<file path="config.mk">
export PLATFORM = sky130hd
export DESIGN_NAME = axis_y_serializer
export DESIGN_NICKNAME = d
export VERILOG_FILES = /design/src/rtl/uart_pkg.sv /design/src/rtl/axis_y_serializer.sv
export SDC_FILE = /design/constraint.sdc
export NUM_CORES = 1
export LEC_CHECK = 0
export BUFFER_PORTS_ARGS = -buffer_cell sky130_fd_sc_hd__buf_4
export CORE_MARGIN = 3
export CORE_UTILIZATION = 62
export CTS_CLUSTER_SIZE = 10
export DETAILED_ROUTE_END_ITERATION = 7
export GPL_ROUTABILITY_DRIVEN = 0
export PLACE_DENSITY = 0.85
export SYNTH_ARGS = -nofsm -noshare
export SYNTH_HDL_FRONTEND = slang
export SYNTH_SLANG_ARGS = --single-unit
</file>
<file path="constraint.sdc">
create_clock -name clk -period 3.23 [get_ports clk]
set_input_delay 0 -clock clk [delete_from_list [all_inputs] [get_ports clk]]
set_output_delay 0 -clock clk [all_outputs]
set_load 0.02 [all_outputs]
</file>
<file path="src/rtl/uart_pkg.sv">
// Shared UART-path types: serializer FSM encoding and frame-size derivation.
// Pure declarations, no logic.
package uart_pkg;

   typedef enum logic {
      IDLE = 1'b0,
      SEND = 1'b1
   } ser_state_t;

   // Bytes per frame: R lanes of w_y_out bits, cut into w_byte-wide words.
   function automatic int calc_n_bytes(input int r, input int w_y_out, input int w_byte);
      return (r * w_y_out) / w_byte;
   endfunction

   // Default frame size for R=8, W_Y_OUT=32, W_BYTE=8.
   localparam int N_BYTES_DEFAULT = calc_n_bytes(8, 32, 8);

endpackage

</file>
<file path="src/rtl/axis_y_serializer.sv">
// Splits one word of R signed lanes into a little-endian byte stream, lane 0 first.
// Byte 0 appears 1 cycle after accept; m_ready=0 freezes the byte, and a new word loads on the last-byte handshake.
module axis_y_serializer
   import uart_pkg::*;
#(
   parameter int R       = 8,
   parameter int W_Y     = 19,
   parameter int W_Y_OUT = 32,
   parameter int W_BYTE  = 8
) (
   input  logic                clk,
   input  logic                rst,
   input  logic                s_valid,
   output logic                s_ready,
   input  logic [R*W_Y-1:0]    s_data,
   output logic                m_valid,
   input  logic                m_ready,
   output logic [W_BYTE-1:0]   m_data,
   output logic                m_last
);

   localparam int N_BYTES = calc_n_bytes(R, W_Y_OUT, W_BYTE);
   localparam int CW      = (N_BYTES > 1) ? $clog2(N_BYTES) : 1;
   localparam int SW      = R * W_Y_OUT;

   localparam logic [CW-1:0] CNT_LAST = CW'(N_BYTES - 1);
   localparam logic [CW-1:0] CNT_ONE  = CW'(1);

   ser_state_t        state;
   logic [SW-1:0]     shreg;
   logic [SW-1:0]     ext;
   logic [CW-1:0]     cnt;
   logic [CW-1:0]     cnt_nxt;
   logic              s_hs;
   logic              m_hs;

   // Each lane is widened by replicating its sign bit into the upper bits.
   for (genvar r = 0; r < R; r++) begin : g_sext
      if (W_Y_OUT > W_Y) begin : g_pad
         assign ext[r*W_Y_OUT +: W_Y_OUT] =
            {{(W_Y_OUT-W_Y){s_data[W_Y*(r+1)-1]}}, s_data[W_Y*r +: W_Y]};
      end else begin : g_nopad
         assign ext[r*W_Y_OUT +: W_Y_OUT] = s_data[W_Y*r +: W_Y];
      end
   end

   // Readiness follows m_ready combinationally so the next word can slide in behind the last byte.
   assign s_ready = (state == IDLE) || (m_last && m_ready);
   assign s_hs    = s_valid && s_ready;
   assign m_hs    = m_valid && m_ready;
   assign m_data  = shreg[W_BYTE-1:0];
   assign cnt_nxt = cnt + CNT_ONE;

   always_ff @(posedge clk) begin
      if (rst) begin
         state   <= IDLE;
         shreg   <= '0;
         cnt     <= '0;
         m_valid <= 1'b0;
         m_last  <= 1'b0;
      end else begin
         case (state)
            IDLE: begin
               if (s_hs) begin
                  shreg   <= ext;
                  cnt     <= '0;
                  state   <= SEND;
                  m_valid <= 1'b1;
                  m_last  <= (N_BYTES == 1);
               end
            end
            SEND: begin
               if (m_hs) begin
                  if (m_last) begin
                     if (s_hs) begin
                        shreg  <= ext;
                        cnt    <= '0;
                        m_last <= (N_BYTES == 1);
                     end else begin
                        shreg   <= shreg >> W_BYTE;
                        state   <= IDLE;
                        m_valid <= 1'b0;
                        m_last  <= 1'b0;
                     end
                  end else begin
                     shreg  <= shreg >> W_BYTE;
                     cnt    <= cnt_nxt;
                     m_last <= (cnt_nxt == CNT_LAST);
                  end
               end
            end
            default: begin
               state   <= IDLE;
               m_valid <= 1'b0;
               m_last  <= 1'b0;
            end
         endcase
      end
   end

endmodule

</file>
== Yosys cells after proc, flatten, opt, wreduce, memory -nomap -nowiden ==
Cells that the tools add are included.

* Bits in registers: 264
* Word-level logic and storage cells: 40

* Bitwise operators: 1
* Equality and inequality tests: 5
* Reduce and logical (&&, ||, !) cells: 6
* Add/subtract/negate cells: 1
* Mux-type cells: 22

{| class="wikitable"
|+ Operators by type and width
! kind !! number
|-
| $mux 256 || 4
|-
| $pmux 256 s2 || 1
|-
| $mux 5 || 3
|-
| $mux 1 || 10
|-
| $pmux 5 s2 || 1
|-
| $ne 2x2->1 const B || 3
|-
| $pmux 1 s2 || 3
|-
| $add 5x1->5 const B || 1
|-
| $eq 5x5->1 const B || 1
|-
| $reduce_and 4->1 || 1
|-
| $logic_and 1x1->1 || 3
|-
| $ne 2x1->1 const B || 1
|-
| $reduce_and 2->1 || 1
|-
| $logic_or 1x1->1 || 1
|-
| $not 1->1 || 1
|}

== Logic depth before layout (Yosys ltp) ==
* Depth in word-level cells: 7
* Gate-level depth with buffers: 8
* Mapped depth without buffers: 5

== Worst setup path after synthesis ==
No wires, ideal clock.

* Path kind: reg-to-reg
* Start point: register m_valid
* End point: register shreg[68]
* Cell stages (with the launch flop): 8
* Required time: 3084 ps
* Arrival time: 1449 ps
* Library setup time: 146 ps
* Setup slack: 1635 ps
* Path through: dfxtp_1 -> nand3_2 -> and2_1 -> buf_4 -> buf_8 -> buf_6 -> a21oi_2 -> a211oi_2

* Word-level cells in the longest chain between the ends: 3

{| class="wikitable"
|+ Ends and longest elaborated chain
! what !! line !! text
|-
| from (decl) || axis_y_serializer.sv:16 || <nowiki>output logic m_valid,</nowiki>
|-
| from (signal assigned) || axis_y_serializer.sv:59 || <nowiki>m_valid <= 1'b0;</nowiki>
|-
| from (signal assigned) || axis_y_serializer.sv:68 || <nowiki>m_valid <= 1'b1;</nowiki>
|-
| from (signal assigned) || axis_y_serializer.sv:82 || <nowiki>m_valid <= 1'b0;</nowiki>
|-
| $logic_and 1x1->1 || axis_y_serializer.sv:50 || <nowiki>assign m_hs = m_valid && m_ready;</nowiki>
|-
| $ne 2x1->1 (no source line) || -- ||
|-
| $reduce_and 2->1 (no source line) || -- ||
|-
| to (signal assigned) || axis_y_serializer.sv:65 || <nowiki>shreg <= ext;</nowiki>
|-
| to (signal assigned) || axis_y_serializer.sv:76 || <nowiki>shreg <= ext;</nowiki>
|-
| to (signal assigned) || axis_y_serializer.sv:80 || <nowiki>shreg <= shreg >> W_BYTE;</nowiki>
|-
| to (decl) || axis_y_serializer.sv:30 || <nowiki>logic [SW-1:0] shreg;</nowiki>
|}

Every way passes these cells.
A chain may end at the register's enable or synchronous reset.

== Final worst setup path ==
* Start point: register state
* End point: register shreg[108]

* Word-level cells in the longest chain between the ends: 7

{| class="wikitable"
|+ Ends and longest elaborated chain
! what !! line !! text
|-
| from (decl) || axis_y_serializer.sv:29 || <nowiki>ser_state_t state;</nowiki>
|-
| from (signal assigned) || axis_y_serializer.sv:56 || <nowiki>state <= IDLE;</nowiki>
|-
| from (signal assigned) || axis_y_serializer.sv:67 || <nowiki>state <= SEND;</nowiki>
|-
| from (signal assigned) || axis_y_serializer.sv:81 || <nowiki>state <= IDLE;</nowiki>
|-
| $not 1->1 || -- ||
|-
| $logic_or 1x1->1 || axis_y_serializer.sv:48 || <nowiki>assign s_ready = (state == IDLE) || (m_last && m_ready);</nowiki>
|-
| $logic_and 1x1->1 || axis_y_serializer.sv:49 || <nowiki>assign s_hs = s_valid && s_ready;</nowiki>
|-
| $mux 256 || axis_y_serializer.sv:75 || <nowiki>if (s_hs) begin</nowiki>
|-
| $mux 256 || axis_y_serializer.sv:74 || <nowiki>if (m_last) begin</nowiki>
|-
| $mux 256 || axis_y_serializer.sv:73 || <nowiki>if (m_hs) begin</nowiki>
|-
| $pmux 256 s2 || axis_y_serializer.sv:62 || <nowiki>case (state)</nowiki>
|}

Parallel ways exist; a longest one is shown, timed or not. The select of a mux whose other input is x is not followed.

==> results_dict.tcl <==
set metrics [dict create \
    status "finished, final reports clean" \
    first_global_vias 10500 \
    max_slew.worst_pin.slew_ns 1.28 \
    pwr_density_cell_nw_per_um2 523 \
    firstDrtPassIters 5 \
    synth.top_cells.by_area "dfxtp_1 (43%), a211oi_2 (12%), a211oi_1 (8.2%), nor2_1 (8.2%), nand2_1 (7.7%)" \
    core_area_um2 18200 \
    dpl.hpwl_mm 16.7 \
    nNetsFinal 1717 \
    cts_sinks 252 \
    finClkSkew_ns 0.0149 \
    route.detailed.drc 0 \
    grt_first_pass_wirelength_mm 51.1 \
    grtUsageTotal_pct 30.1 \
    p_leak_nw 5.76 \
    fillCellCount 1018 \
    met3_usage_pct 4.62 \
    io_pins 167 \
    relSlewSlack_pct 15.0 \
    postRouteAntennaNets 0 \
    period_share_pct 89.7 \
    port_buffers 166 \
    met2_usage_pct 53.5 \
    arrival_ns 3.35 \
    dieWidth_um 143 \
    cts_tree "done" \
    synth_warnings 0 \
    synth_top_cell_area_share_pct 43.4 \
    drive_gt1_share_pct 27.8 \
    num_rows 49 \
    yosysUniqueCellTypes 33 \
    syn_inst 1321 \
    cellInternalPower_mw 5.63 \
    fin_setup_tns_ns 0 \
    switching_share_pct 27.8 \
    fin_crit_ns 2.90 \
    final-seq-area_um2 5040 \
    clk_latency_ns 0.53 \
    drv_cap 0 \
    grt_setup_unrepaired "false" \
    h-tree-depth 1 \
    drv_slew 0 \
    hold_class "in2reg" \
    cts-buffers-inserted 29 \
    vias_per_cell 5.93 \
    path_class "reg2reg" \
    antenna_found_initial 0 \
    yosysSeqAreaShare_pct 43.4 \
    pwr-share-comb_pct 18.9 \
    power_frac_clock_pct 35.4 \
    vias 10600 \
    cts_root_buffer "clkbuf_16" \
    peakVddDrop_mv 0.435 \
    multi_input_area_um2 5720 \
    ys_ff_latch 252 \
    final_hold_viol_count 0 \
    path_max_fanout 98 \
    synth_nets 1479 \
    use_met1_pct 36.6 \
    wl_per_cell_um 17.9 \
    drtIter0Drc 828 \
    p_switching_mw 2.17 \
    wl_mm 32.1 \
    avgSynthCellArea_um2 8.81 \
    netlist_area_um2 11600 \
    start_util_pct 63.9 \
    crit_path_start_kind "register" \
    required_ns 3.68 \
    r2r_setup_slack_ns 0.33 \
    area_growth_pct 28.2 \
    cts_buffer_depth 3 \
    grt_max_degree 99 \
    die-area_um2 20400 \
    min_delay_path_depth 4 \
    yosysTopAreaCell "dfxtp_1" \
    worst-r2r-cell-count 6 \
    setup_viol 0 \
    gr-total-overflow 0 \
    p_total_mw 7.80 \
    power.share.sequential_pct 45.7 \
    busiest_layer "met2" \
    endpoint_kind "register" \
    clk_pin_slew_ns 0.06 \
    fmax_ghz 0.345 \
    dieHeight_um 143 \
]
==> metal layers <==
metal / routed length [µm] / vias to the layer above
li1: - / 5022
met1: 12500 / 5067
met2: 16600 / 419
met3: 1770 / 97
met4: 1230 / 0
met5: 0 / -
==> flip-flops by register name, indices dropped and copies added, names as in the netlist <==
| name | count |
|---|---|
| cnt | 5 |
| shreg | 244 |
| m_valid | 1 |
| m_last | 1 |
| state | 1 |
==> power by group through the flow <==
stage	combinational, mW	clock [mW]	sequential [mW]
4_1_cts	1.44	2.78	3.55
2_1_floorplan	0.995	0	3.57
6_report	1.48	2.76	3.57
3_3_place_gp	1.23	0	3.60
3_5_place_dp	1.27	0	3.61
5_1_grt	1.61	2.90	3.59
==> worst max-delay path, stage by stage, from the launching register on <==
cell,delay [ns]
dfxtp_1,0.74
nand3_2,0.27
nand2_8,0.53
buf_4,0.36
nor2_1,0.08
a211oi_2,0.22
dlygate4sd3_1,0.61
==> synthesized netlist by cell type, drive strengths merged <==
cell	number
nand3	6
xnor2	1
nor3b	1
a22oi	1
a32oi	1
and3	3
dfxtp	252
nor2	253
a21boi	1
and2	2
nand4b	1
a311oi	7
nand2b	1
nand2	239
inv	9
clkbuf	29
a211oi	241
nor2b	1
o21bai	1
nor3	9
a32o	1
ha	2
buf	104
xor2	1
a21oi	154
==> final cells by class <==
class	instances	area share (%)
clock inverters	1	0.0587
repair buffers	340	20.7
well taps	229	1.92
inverters	9	0.226
flip-flops and latches	252	33.8
multi-input cells	927	38.3
clock buffers	30	4.96
diodes	1	0.0168
==> what timing repair did <==
item                                   4_1_cts  5_1_grt
gates resized for setup                      0        0
hold buffers                               157        0
buffers inserted                             0        0
endpoints found under the hold margin      150        0
==> worst paths after layout <==
kind | from | to
hold reg to reg | shreg[254] | shreg[254]
setup / recovery | state | shreg[108]
setup reg to reg | state | shreg[108]
hold / removal | s_data[56] | shreg[91]
==> per-stage QoR <==
| stage | hold WS [ns] | cell area [µm²] | std cells | utilization [%] | worst slack (ns) |
|---|---|---|---|---|---|
| after global placement | 0.261 | 12600 | 1600 | 69.2 | 0.988 |
| after floorplan | 0.141 | 11600 | 1321 | - | 1.63 |
| final | 0.0557 | 14900 | 1789 | 82.0 | 0.333 |
| after global routing | 0.0656 | 14900 | 1788 | 81.9 | 0.185 |
| after CTS | 0.0479 | 14900 | 1788 | 81.9 | 0.454 |
| after detailed placement | 0.264 | 12600 | 1600 | 69.2 | 0.911 |
==> layout by cell type, fill, tap and decap left out <==
cell	instances
a211oi_2	114
nand2_8	1
a21oi_1	64
ha_1	2
xnor2_1	1
dlygate4sd3_1	157
nand3_2	2
a21oi_2	90
nand2_1	237
and3_1	3
clkbuf_8	1
o21bai_1	1
xor2_1	1
inv_1	9
clkinv_4	1
nor3_1	9
a211oi_1	127
buf_12	11
diode_2	1
buf_8	1
a21boi_4	1
a22oi_1	1
a311oi_2	7
buf_4	171
nand2b_4	1
nor2_1	253
nor3b_1	1
a32oi_1	1
clkbuf_16	29
nand3_1	4
nand4b_1	1
a32o_1	1
nand2_4	1
and2_4	2
dfxtp_1	252
nor2b_1	1
==> cells by family (layout without fill, tap and decap cells) <==
kind of cell | Yosys count | in the layout | share of synthesized area (%)
xor+xnor | 2 | 2 | 0.151
simple gates | 516 | 516 | 17.2
other cells | 0 | 1 | 0
buf+inv | 142 | 380 | 7.74
fa+ha+maj | 2 | 2 | 0.215
flops | 252 | 252 | 43.4
compound gates | 407 | 407 | 31.3
(Power assumes the default switching activity.)
